File: src/rtl/vga_pkg.sv
// Shared timing defaults, derived 640x480@60 constants and colour types for
// the framebuffer scanout path.
package vga_pkg;

  // Default 640x480@60 timing, in pixels and lines
  localparam int DEF_H_ACTIVE = 640;
  localparam int DEF_H_FP     = 16;
  localparam int DEF_H_SYNC   = 96;
  localparam int DEF_H_BP     = 48;
  localparam int DEF_V_ACTIVE = 480;
  localparam int DEF_V_FP     = 10;
  localparam int DEF_V_SYNC   = 2;
  localparam int DEF_V_BP     = 33;
  localparam int DEF_CLK_DIV  = 2;
  localparam int DEF_RD_LAT   = 1;

  // Derived totals and sync windows (inclusive bounds) at the defaults
  localparam int H_TOTAL  = DEF_H_ACTIVE + DEF_H_FP + DEF_H_SYNC + DEF_H_BP;
  localparam int V_TOTAL  = DEF_V_ACTIVE + DEF_V_FP + DEF_V_SYNC + DEF_V_BP;
  localparam int HS_START = DEF_H_ACTIVE + DEF_H_FP;
  localparam int HS_END   = HS_START + DEF_H_SYNC - 1;
  localparam int VS_START = DEF_V_ACTIVE + DEF_V_FP;
  localparam int VS_END   = VS_START + DEF_V_SYNC - 1;

  // Counter width shared by hcount/vcount and the framebuffer address ports
  localparam int CNT_W = 11;
  typedef logic [CNT_W-1:0] cnt_t;

  typedef logic [23:0] rgb_t;
  localparam rgb_t DEF_FG_RGB = 24'hFFFFFF;
  localparam rgb_t DEF_BG_RGB = 24'h000000;

endpackage

File: src/rtl/vga_timing.sv
// Pixel-clock divider and horizontal/vertical raster counters. Everything
// here is decoded from the counters current in a given clk; the scanout
// stage registers it one pixel later.
module vga_timing
  import vga_pkg::*;
#(
  parameter int H_ACTIVE = DEF_H_ACTIVE,
  parameter int H_FP     = DEF_H_FP,
  parameter int H_SYNC   = DEF_H_SYNC,
  parameter int H_BP     = DEF_H_BP,
  parameter int V_ACTIVE = DEF_V_ACTIVE,
  parameter int V_FP     = DEF_V_FP,
  parameter int V_SYNC   = DEF_V_SYNC,
  parameter int V_BP     = DEF_V_BP,
  parameter int CLK_DIV  = DEF_CLK_DIV
) (
  input  logic clk,
  input  logic reset,
  output logic o_tick,
  output logic o_rd_slot,
  output logic o_pclk,
  output cnt_t o_hcount,
  output cnt_t o_vcount,
  output logic o_active,
  output logic o_hs_raw,
  output logic o_vs_raw,
  output logic o_frame_start
);

  localparam int DIV_W = $clog2(CLK_DIV);
  typedef logic [DIV_W-1:0] div_t;

  localparam div_t DIV_LAST = div_t'(CLK_DIV - 1);
  localparam div_t DIV_HALF = div_t'(CLK_DIV / 2);
  localparam cnt_t H_LAST   = cnt_t'(H_ACTIVE + H_FP + H_SYNC + H_BP - 1);
  localparam cnt_t V_LAST   = cnt_t'(V_ACTIVE + V_FP + V_SYNC + V_BP - 1);
  localparam cnt_t H_VIS    = cnt_t'(H_ACTIVE);
  localparam cnt_t V_VIS    = cnt_t'(V_ACTIVE);
  localparam cnt_t HS_FIRST = cnt_t'(H_ACTIVE + H_FP);
  localparam cnt_t HS_LAST  = cnt_t'(H_ACTIVE + H_FP + H_SYNC - 1);
  localparam cnt_t VS_FIRST = cnt_t'(V_ACTIVE + V_FP);
  localparam cnt_t VS_LAST  = cnt_t'(V_ACTIVE + V_FP + V_SYNC - 1);

  div_t r_div;
  div_t w_div_next;
  cnt_t r_hcount;
  cnt_t r_vcount;
  logic r_pclk;
  logic w_tick;
  logic w_line_end;
  logic w_frame_end;

  assign w_tick      = (r_div == DIV_LAST);
  assign w_div_next  = w_tick ? '0 : r_div + 1'b1;
  assign w_line_end  = w_tick && (r_hcount == H_LAST);
  assign w_frame_end = w_line_end && (r_vcount == V_LAST);

  // Divider and raster counters; the pixel clock is registered from the
  // next divider value so it tracks div without a combinational glitch path
  always_ff @(posedge clk) begin
    // NOTE: sequential state uses <= so every register samples pre-edge
    // values; blocking here would make counter order matter.
    if (reset) begin
      r_div    <= '0;
      r_hcount <= '0;
      r_vcount <= '0;
      r_pclk   <= 1'b0;
    end else begin
      r_div  <= w_div_next;
      r_pclk <= (w_div_next >= DIV_HALF);
      if (w_tick) begin
        if (w_line_end) begin
          r_hcount <= '0;
          r_vcount <= (r_vcount == V_LAST) ? '0 : r_vcount + 1'b1;
        end else begin
          r_hcount <= r_hcount + 1'b1;
        end
      end
    end
  end

  assign o_tick        = w_tick;
  assign o_rd_slot     = (r_div == '0);
  assign o_pclk        = r_pclk;
  assign o_hcount      = r_hcount;
  assign o_vcount      = r_vcount;
  assign o_active      = (r_hcount < H_VIS) && (r_vcount < V_VIS);
  assign o_hs_raw      = !((r_hcount >= HS_FIRST) && (r_hcount <= HS_LAST));
  assign o_vs_raw      = !((r_vcount >= VS_FIRST) && (r_vcount <= VS_LAST));
  assign o_frame_start = w_frame_end;

endmodule

File: src/rtl/vga_scanout.sv
// Framebuffer read side: one read per visible pixel at div == 0, colour bit
// sampled on that pixel's tick, and sync/blank/RGB registered together so the
// DAC pins lag the counters by exactly one pixel with no relative skew.
module vga_scanout
  import vga_pkg::*;
#(
  parameter int   H_ACTIVE = DEF_H_ACTIVE,
  parameter int   H_FP     = DEF_H_FP,
  parameter int   H_SYNC   = DEF_H_SYNC,
  parameter int   H_BP     = DEF_H_BP,
  parameter int   V_ACTIVE = DEF_V_ACTIVE,
  parameter int   V_FP     = DEF_V_FP,
  parameter int   V_SYNC   = DEF_V_SYNC,
  parameter int   V_BP     = DEF_V_BP,
  parameter int   CLK_DIV  = DEF_CLK_DIV,
  parameter int   RD_LAT   = DEF_RD_LAT,
  parameter rgb_t FG_RGB   = DEF_FG_RGB,
  parameter rgb_t BG_RGB   = DEF_BG_RGB
) (
  input  logic        clk,
  input  logic        reset,
  output logic [10:0] fb_x,
  output logic [10:0] fb_y,
  output logic        fb_rd_en,
  input  logic        fb_data,
  output logic [7:0]  vga_r,
  output logic [7:0]  vga_g,
  output logic [7:0]  vga_b,
  output logic        vga_hs,
  output logic        vga_vs,
  output logic        vga_blank_n,
  output logic        vga_sync_n,
  output logic        vga_clk,
  output logic        frame_start
);

  // The colour bit must land before the tick that samples it
  if (CLK_DIV < 2 || RD_LAT < 1 || RD_LAT > CLK_DIV - 1) begin : g_bad_params
    $error("vga_scanout: need CLK_DIV >= 2 and 1 <= RD_LAT <= CLK_DIV-1");
  end

  logic w_tick;
  logic w_rd_slot;
  logic w_pclk;
  cnt_t w_hcount;
  cnt_t w_vcount;
  logic w_active;
  logic w_hs_raw;
  logic w_vs_raw;
  logic w_frame_start;

  logic r_hs;
  logic r_vs;
  logic r_blank_n;
  rgb_t r_rgb;

  vga_timing #(
    .H_ACTIVE (H_ACTIVE),
    .H_FP     (H_FP),
    .H_SYNC   (H_SYNC),
    .H_BP     (H_BP),
    .V_ACTIVE (V_ACTIVE),
    .V_FP     (V_FP),
    .V_SYNC   (V_SYNC),
    .V_BP     (V_BP),
    .CLK_DIV  (CLK_DIV)
  ) u_timing (
    .clk           (clk),
    .reset         (reset),
    .o_tick        (w_tick),
    .o_rd_slot     (w_rd_slot),
    .o_pclk        (w_pclk),
    .o_hcount      (w_hcount),
    .o_vcount      (w_vcount),
    .o_active      (w_active),
    .o_hs_raw      (w_hs_raw),
    .o_vs_raw      (w_vs_raw),
    .o_frame_start (w_frame_start)
  );

  assign fb_x        = w_hcount;
  assign fb_y        = w_vcount;
  assign fb_rd_en    = w_rd_slot && w_active && !reset;
  assign frame_start = w_frame_start;
  assign vga_clk     = w_pclk;
  assign vga_sync_n  = 1'b0;

  // Output stage: capture sync, blank and mapped colour for the current
  // pixel on its tick, which is also when the read data is valid
  always_ff @(posedge clk) begin
    if (reset) begin
      r_hs      <= 1'b1;
      r_vs      <= 1'b1;
      r_blank_n <= 1'b0;
      r_rgb     <= '0;
    end else if (w_tick) begin
      r_hs      <= w_hs_raw;
      r_vs      <= w_vs_raw;
      r_blank_n <= w_active;
      r_rgb     <= !w_active ? '0 : (fb_data ? FG_RGB : BG_RGB);
    end
  end

  assign vga_hs      = r_hs;
  assign vga_vs      = r_vs;
  assign vga_blank_n = r_blank_n;
  assign vga_r       = r_rgb[23:16];
  assign vga_g       = r_rgb[15:8];
  assign vga_b       = r_rgb[7:0];

endmodule

File: config.mk
export PLATFORM = sky130hd
export DESIGN_NAME = vga_scanout
export DESIGN_NICKNAME = d
export VERILOG_FILES = /design/src/rtl/vga_pkg.sv /design/src/rtl/vga_timing.sv /design/src/rtl/vga_scanout.sv
export SDC_FILE = /design/constraint.sdc
export NUM_CORES = 1
export LEC_CHECK = 0
export CORE_UTILIZATION = 49
export CTS_BUF_LIST = sky130_fd_sc_hd__clkbuf_4 sky130_fd_sc_hd__clkbuf_8
export DETAILED_ROUTE_END_ITERATION = 6
export HOLD_SLACK_MARGIN = 0.02
export PLACE_DENSITY_LB_ADDON = 0.08
export SLEW_MARGIN = 15
export SYNTH_ARGS = -nofsm -noshare
export SYNTH_HDL_FRONTEND = slang
export SYNTH_SLANG_ARGS = --single-unit
File: constraint.sdc
create_clock -name clk -period 3.3 [get_ports clk]
set_input_delay 0.495 -clock clk [delete_from_list [all_inputs] [get_ports clk]]
set_output_delay 0.495 -clock clk [all_outputs]
set_load 0.01 [all_outputs]
After elaboration in Yosys (flattened, before gate mapping)
Index checks and enable logic that the tools add are counted.
Widths: inputs -> output; s select.

storage, ports and cells
  flip-flop bits (word level) = 51
  output and inout bits = 53
  bits of input ports = 3
  word-level logic and storage cells = 37

operators by class
  reduce and logical (&&, ||, !) cells = 11
  magnitude comparators = 7
  equal/unequal tests = 2
  muxes and demuxes = 5
  bitwise gates (word level) = 1
  $add $sub $neg = 3

operator list
  operator               count
  $mux 24                2
  $add 11x1->11 const B  2
  $eq 11x10->1 const B   2
  $mux 11                2
  $ge 11x10->1 const B   1
  $ge 11x9->1 const B    1
  $le 11x10->1 const B   1
  $le 11x9->1 const B    1
  $lt 11x10->1 const B   1
  $lt 11x9->1 const B    1
  $logic_and 1x1->1      7
  $logic_not 1->1        3
  $reduce_and 2->1       1
  $add 1x1->1 const B    1
  $ge 1x1->1 const B     1
  $mux 1                 1
  $not 1->1              1

Longest topological paths before layout
  word-level depth = 4
  depth in mapped cells = 7
  depth with buffers taken out = 6

Hierarchy
Synthesis repeated with hierarchy kept, for this count alone.

second synthesis, totals
  cells, all modules = 183
  area, all modules = 1531.5 sq um

by module, submodules not included
  module       seq. area each (sq um)  instances  area an instance (sq um)  cells each
  vga_timing   460.4                   1          1199.9                    143
  vga_scanout  80.1                    1          331.6                     40

Least setup slack after synthesis
OpenSTA, ideal clock, no wires.

  kind = reg-to-output
  start = register u_timing.r_hcount[5], in the netlist u_timing.o_hcount[5]
  end = output frame_start
  arrival time = 1.893 ns
  path buffers = 2
  data required time = 2.805 ns
  setup slack = 0.912 ns
  cell stages (with the launch flop) = 6
  cell sequence = dfxtp_1 -> or4b_1 -> or4_4 -> buf_4 -> clkbuf_1 -> nor2_1

on the way
  longest elaborated chain between the ends = 3

RTL lines
  what                    line               text
  from (decl)             vga_timing.sv:46   cnt_t r_hcount;
  from (signal assigned)  vga_timing.sv:76   r_hcount <= r_hcount + 1'b1;
  $eq 11x10->1            vga_timing.sv:55   assign w_line_end = w_tick && (r_hcount == H_LAST);
  $logic_and 1x1->1       vga_timing.sv:55
  $logic_and 1x1->1       vga_timing.sv:56   assign w_frame_end = w_line_end && (r_vcount == V_LAST);
  to (decl)               vga_scanout.sv:34  output logic frame_start

No other way between the ends.

Worst setup path after layout
Same ends and word-level chain as after synthesis.

==> run_results.csv <==
group,metric,value,unit
run_status,status,"finished with violations",
run_status,violations,"DRC",
finish,finish.utilization,67.8,%
finish,layout.nets,223,
yosys,synthTopCellsByArea,"dfxtp_1, buf_4, a21oi_1, nand3_1, nor2_1",
yosys,synth_flop_cell,"dfxtp_1",
sta,tns,0,ps
yosys,syn_inst,185,
sta,setup-violations-final,0,
clocking,ctsRootBufferMaster,"clkbuf_4",
clocking,tritoncts,"done",
critical_path,cp-end-kind,"output pin",
yosys,yosysMostFrequentCell,"dfxtp_1",
clocking,numCtsBuffers,3,
die,initial_core_util,53.1,%
hold_path,hold_path_class,"register to register",
critical_path,cp_slowest_cell,"or4b_1",
clocking,cts.htree.levels,1,
yosys,synth_top_cell_by_area,"dfxtp_1",
clocking,clk_pin_slew,140,ps
clocking,post_cts_buffers,0,
sta,slew_headroom,57.7,%
clocking,clock_latency,320,ps
sta,finalCritPeriodShare,92.3,%
route,vias_per_cell,5.53,
critical_path,path_max_fanout,24,
die,row_count,19,
hold_path,min_from,"vga_blank_n$_SDFFE_PP0P_",
yosys,synth_seq_cells,27,
grt,track_usage,20.5,%
critical_path,critical_path.startpoint,"u_timing.o_hcount[5]$_SDFFE_PP0P_",
route,routedWlPerCell,13.0,um
critical_path,arrival,2550,ps
sta,slew_viol_final,0,
critical_path,r2r-start,"u_timing.o_hcount[5]$_SDFFE_PP0P_",
power,swShare,23.2,%
critical_path,crit_path_start_kind,"register",
power,cellLeakagePower,0.628,nW
die,io_pins,56,
sta,clock.fmax,0.328,GHz
critical_path,crit_chain,"or4b_1, or4_4, nor2_1, clkdlybuf4s50_1",
finish,syn_to_final_growth,27.6,%
placement,gp_congestion,0.918,
critical_path,reg2regPathDepth,4,
sta,finalHoldViolCount,0,
power,powerDensity,288,mW/mm^2
clocking,cts_resized,0,
critical_path,critPathKind,"register to output pin",
yosys,synth_top_area_share,35.7,%
yosys,synth_common_cells,"dfxtp_1, buf_4, nor2_1, a21oi_1, nand3_1",
sta,finalCriticalPeriod,3040,ps
critical_path,cp_data_required_time,2800,ps
critical_path,slowest_delay,570,ps
yosys,ys_types,35,
hold_path,min_path_cells,2,
power,p_int,428,uW
clocking,hold_buffers,0,
route,firstDrtPassIters,7,
critical_path,cpLargestDelayFamily,"simple AND/OR/NAND/NOR gates",
route,vias,1361,
route,antenna_left,0,
clocking,clockBufferDepth,2,
finish,stdcell_count,246,
placement,port_buffers,54,
yosys,synthArstFlopShare,0,%
power,p_clk_share,26.5,%
route,drc,7,
die,die_area,0.00332,sq mm
placement,dpl.cell_count,242,
yosys,ys_warn_count,0,
finish,n_antenna_cell,0,
grt,grt_overflow,0,
yosys,synth_edf_count,0,
placement,dpl_cell_area,0.00190,sq mm
critical_path,rrSetupSlack,990,ps
critical_path,path_buf_inv,1,
yosys,synth_area_per_cell,8.19,sq um
critical_path,path_depth,4,
route,drt-initial-drc-count,32,
die,fp.dieW,57.6,um
job,maxCapViolCount,0,
sta,tightest_slew,634,ps
placement,dp_hpwl,2.37,mm
power,pwr-share-comb,12.9,%
yosys,syn_nets,192,
finish,drive_gt1_share,3.72,%
yosys,ys_seq_area_share,35.7,%
power,max-vdd-ir-drop,0.307,mV
sta,fin_worst_skew,4.41,ps
die,core,0.00285,sq mm
die,die_height,57.6,um
power,pwr-share-seq,60.5,%
finish,final_cell_area,0.00193,sq mm
grt,antenna_found_initial,0,
power,switchingPower,129,uW
grt,grt_pass1_vias,1187,
sta,rsz0062_at_grt,"false",
yosys,syn-cell-area,0.00152,sq mm
route,routed_wl,3.20,mm
clocking,clock_sinks,27,
grt,grt_max_degree,26,
grt,grt_pass1_wl,5.40,mm
[worst paths after layout]
path / end
setup / recovery: frame_start
hold / removal: vga_blank_n$_SDFFE_PP0P_
setup reg to reg: u_timing.o_vcount[8]$_SDFFE_PP0P_
hold reg to reg: vga_blank_n$_SDFFE_PP0P_
[through the flow]
step / power [mW] / setup slack [ps] / hold slack [ps]
2_1_floorplan: 0.392 / 912 / 517
3_3_place_gp: 0.416 / 675 / 474
3_5_place_dp: 0.417 / 655 / 519
4_1_cts: 0.561 / 265 / 539
5_1_grt: 0.582 / 115 / 567
6_report: 0.557 / 255 / 543
[layout by cell type (no fill, tap or decap), types with 4 or more instances in the layout]
cell / Yosys / routed
clkdlybuf4s50_1: 0 / 54
dfxtp_1: 27 / 27
nor2_1: 16 / 16
a21oi_1: 14 / 14
nand3_1: 12 / 12
nand2_1: 9 / 9
o21ai_0: 8 / 8
or3_1: 7 / 7
nor3_1: 6 / 6
nor4_1: 6 / 6
xnor2_1: 6 / 6
inv_1: 5 / 5
nand2b_1: 4 / 4
nand4_1: 4 / 4
xor2_1: 4 / 4
ha_1: 4 / 4
clkbuf_4: 0 / 4
[layout make-up]
cell class / instances / area [sq um]
well taps: 31 / 38.8
clock buffers: 4 / 30.0
multi-input cells: 123 / 749
repair buffers: 56 / 556
flip-flops and latches: 27 / 541
inverters: 5 / 18.8
fillers: 243 / 920
[worst register-to-register path, cell delays in order (launching register included)]
cell and delay [ps]:
dfxtp_1 400, or4b_1 570, or4_4 570, or4_1 540, a21oi_1 160
[state kept, by name, summed over array words and instances, names as in the netlist]
register / cells
u_timing.o_hcount: 11
u_timing.o_vcount: 11
r_rgb: 1
u_timing.o_pclk: 1
vga_blank_n: 1
vga_hs: 1
vga_vs: 1
[kinds of logic (layout without fill, tap and decap cells)]
| family | after synthesis | in the layout | synth area share, % |
|---|---|---|---|
| simple gates | 79 | 79 | 29.0 |
| buf+inv | 35 | 65 | 14.9 |
| flops | 27 | 27 | 35.7 |
| xor+xnor | 10 | 10 | 5.78 |
| other cells | 1 | 1 | 0.247 |
| fa+ha+maj | 4 | 4 | 3.30 |
| mux | 1 | 1 | 0.661 |
| compound gates | 28 | 28 | 10.5 |
[layer usage]
metal	vias up	routed length [um]	global-route usage (%)
met5	-	0	0
met4	0	17	2.09
met3	2	234	5.13
met2	56	1480	34.9
met1	616	1470	27.3
li1	687	-	-
[power groups by stage]
| stage | clock network, mW | registers, mW | logic [mW] |
|---|---|---|---|
| after global routing | 0.166 | 0.339 | 0.0770 |
| final | 0.148 | 0.337 | 0.0721 |
| after detailed placement | 0 | 0.344 | 0.0729 |
| after CTS | 0.151 | 0.337 | 0.0730 |
| after floorplan | 0 | 0.346 | 0.0458 |
| after global placement | 0 | 0.344 | 0.0728 |
No activity file was read; power rests on OpenSTA's default activity.
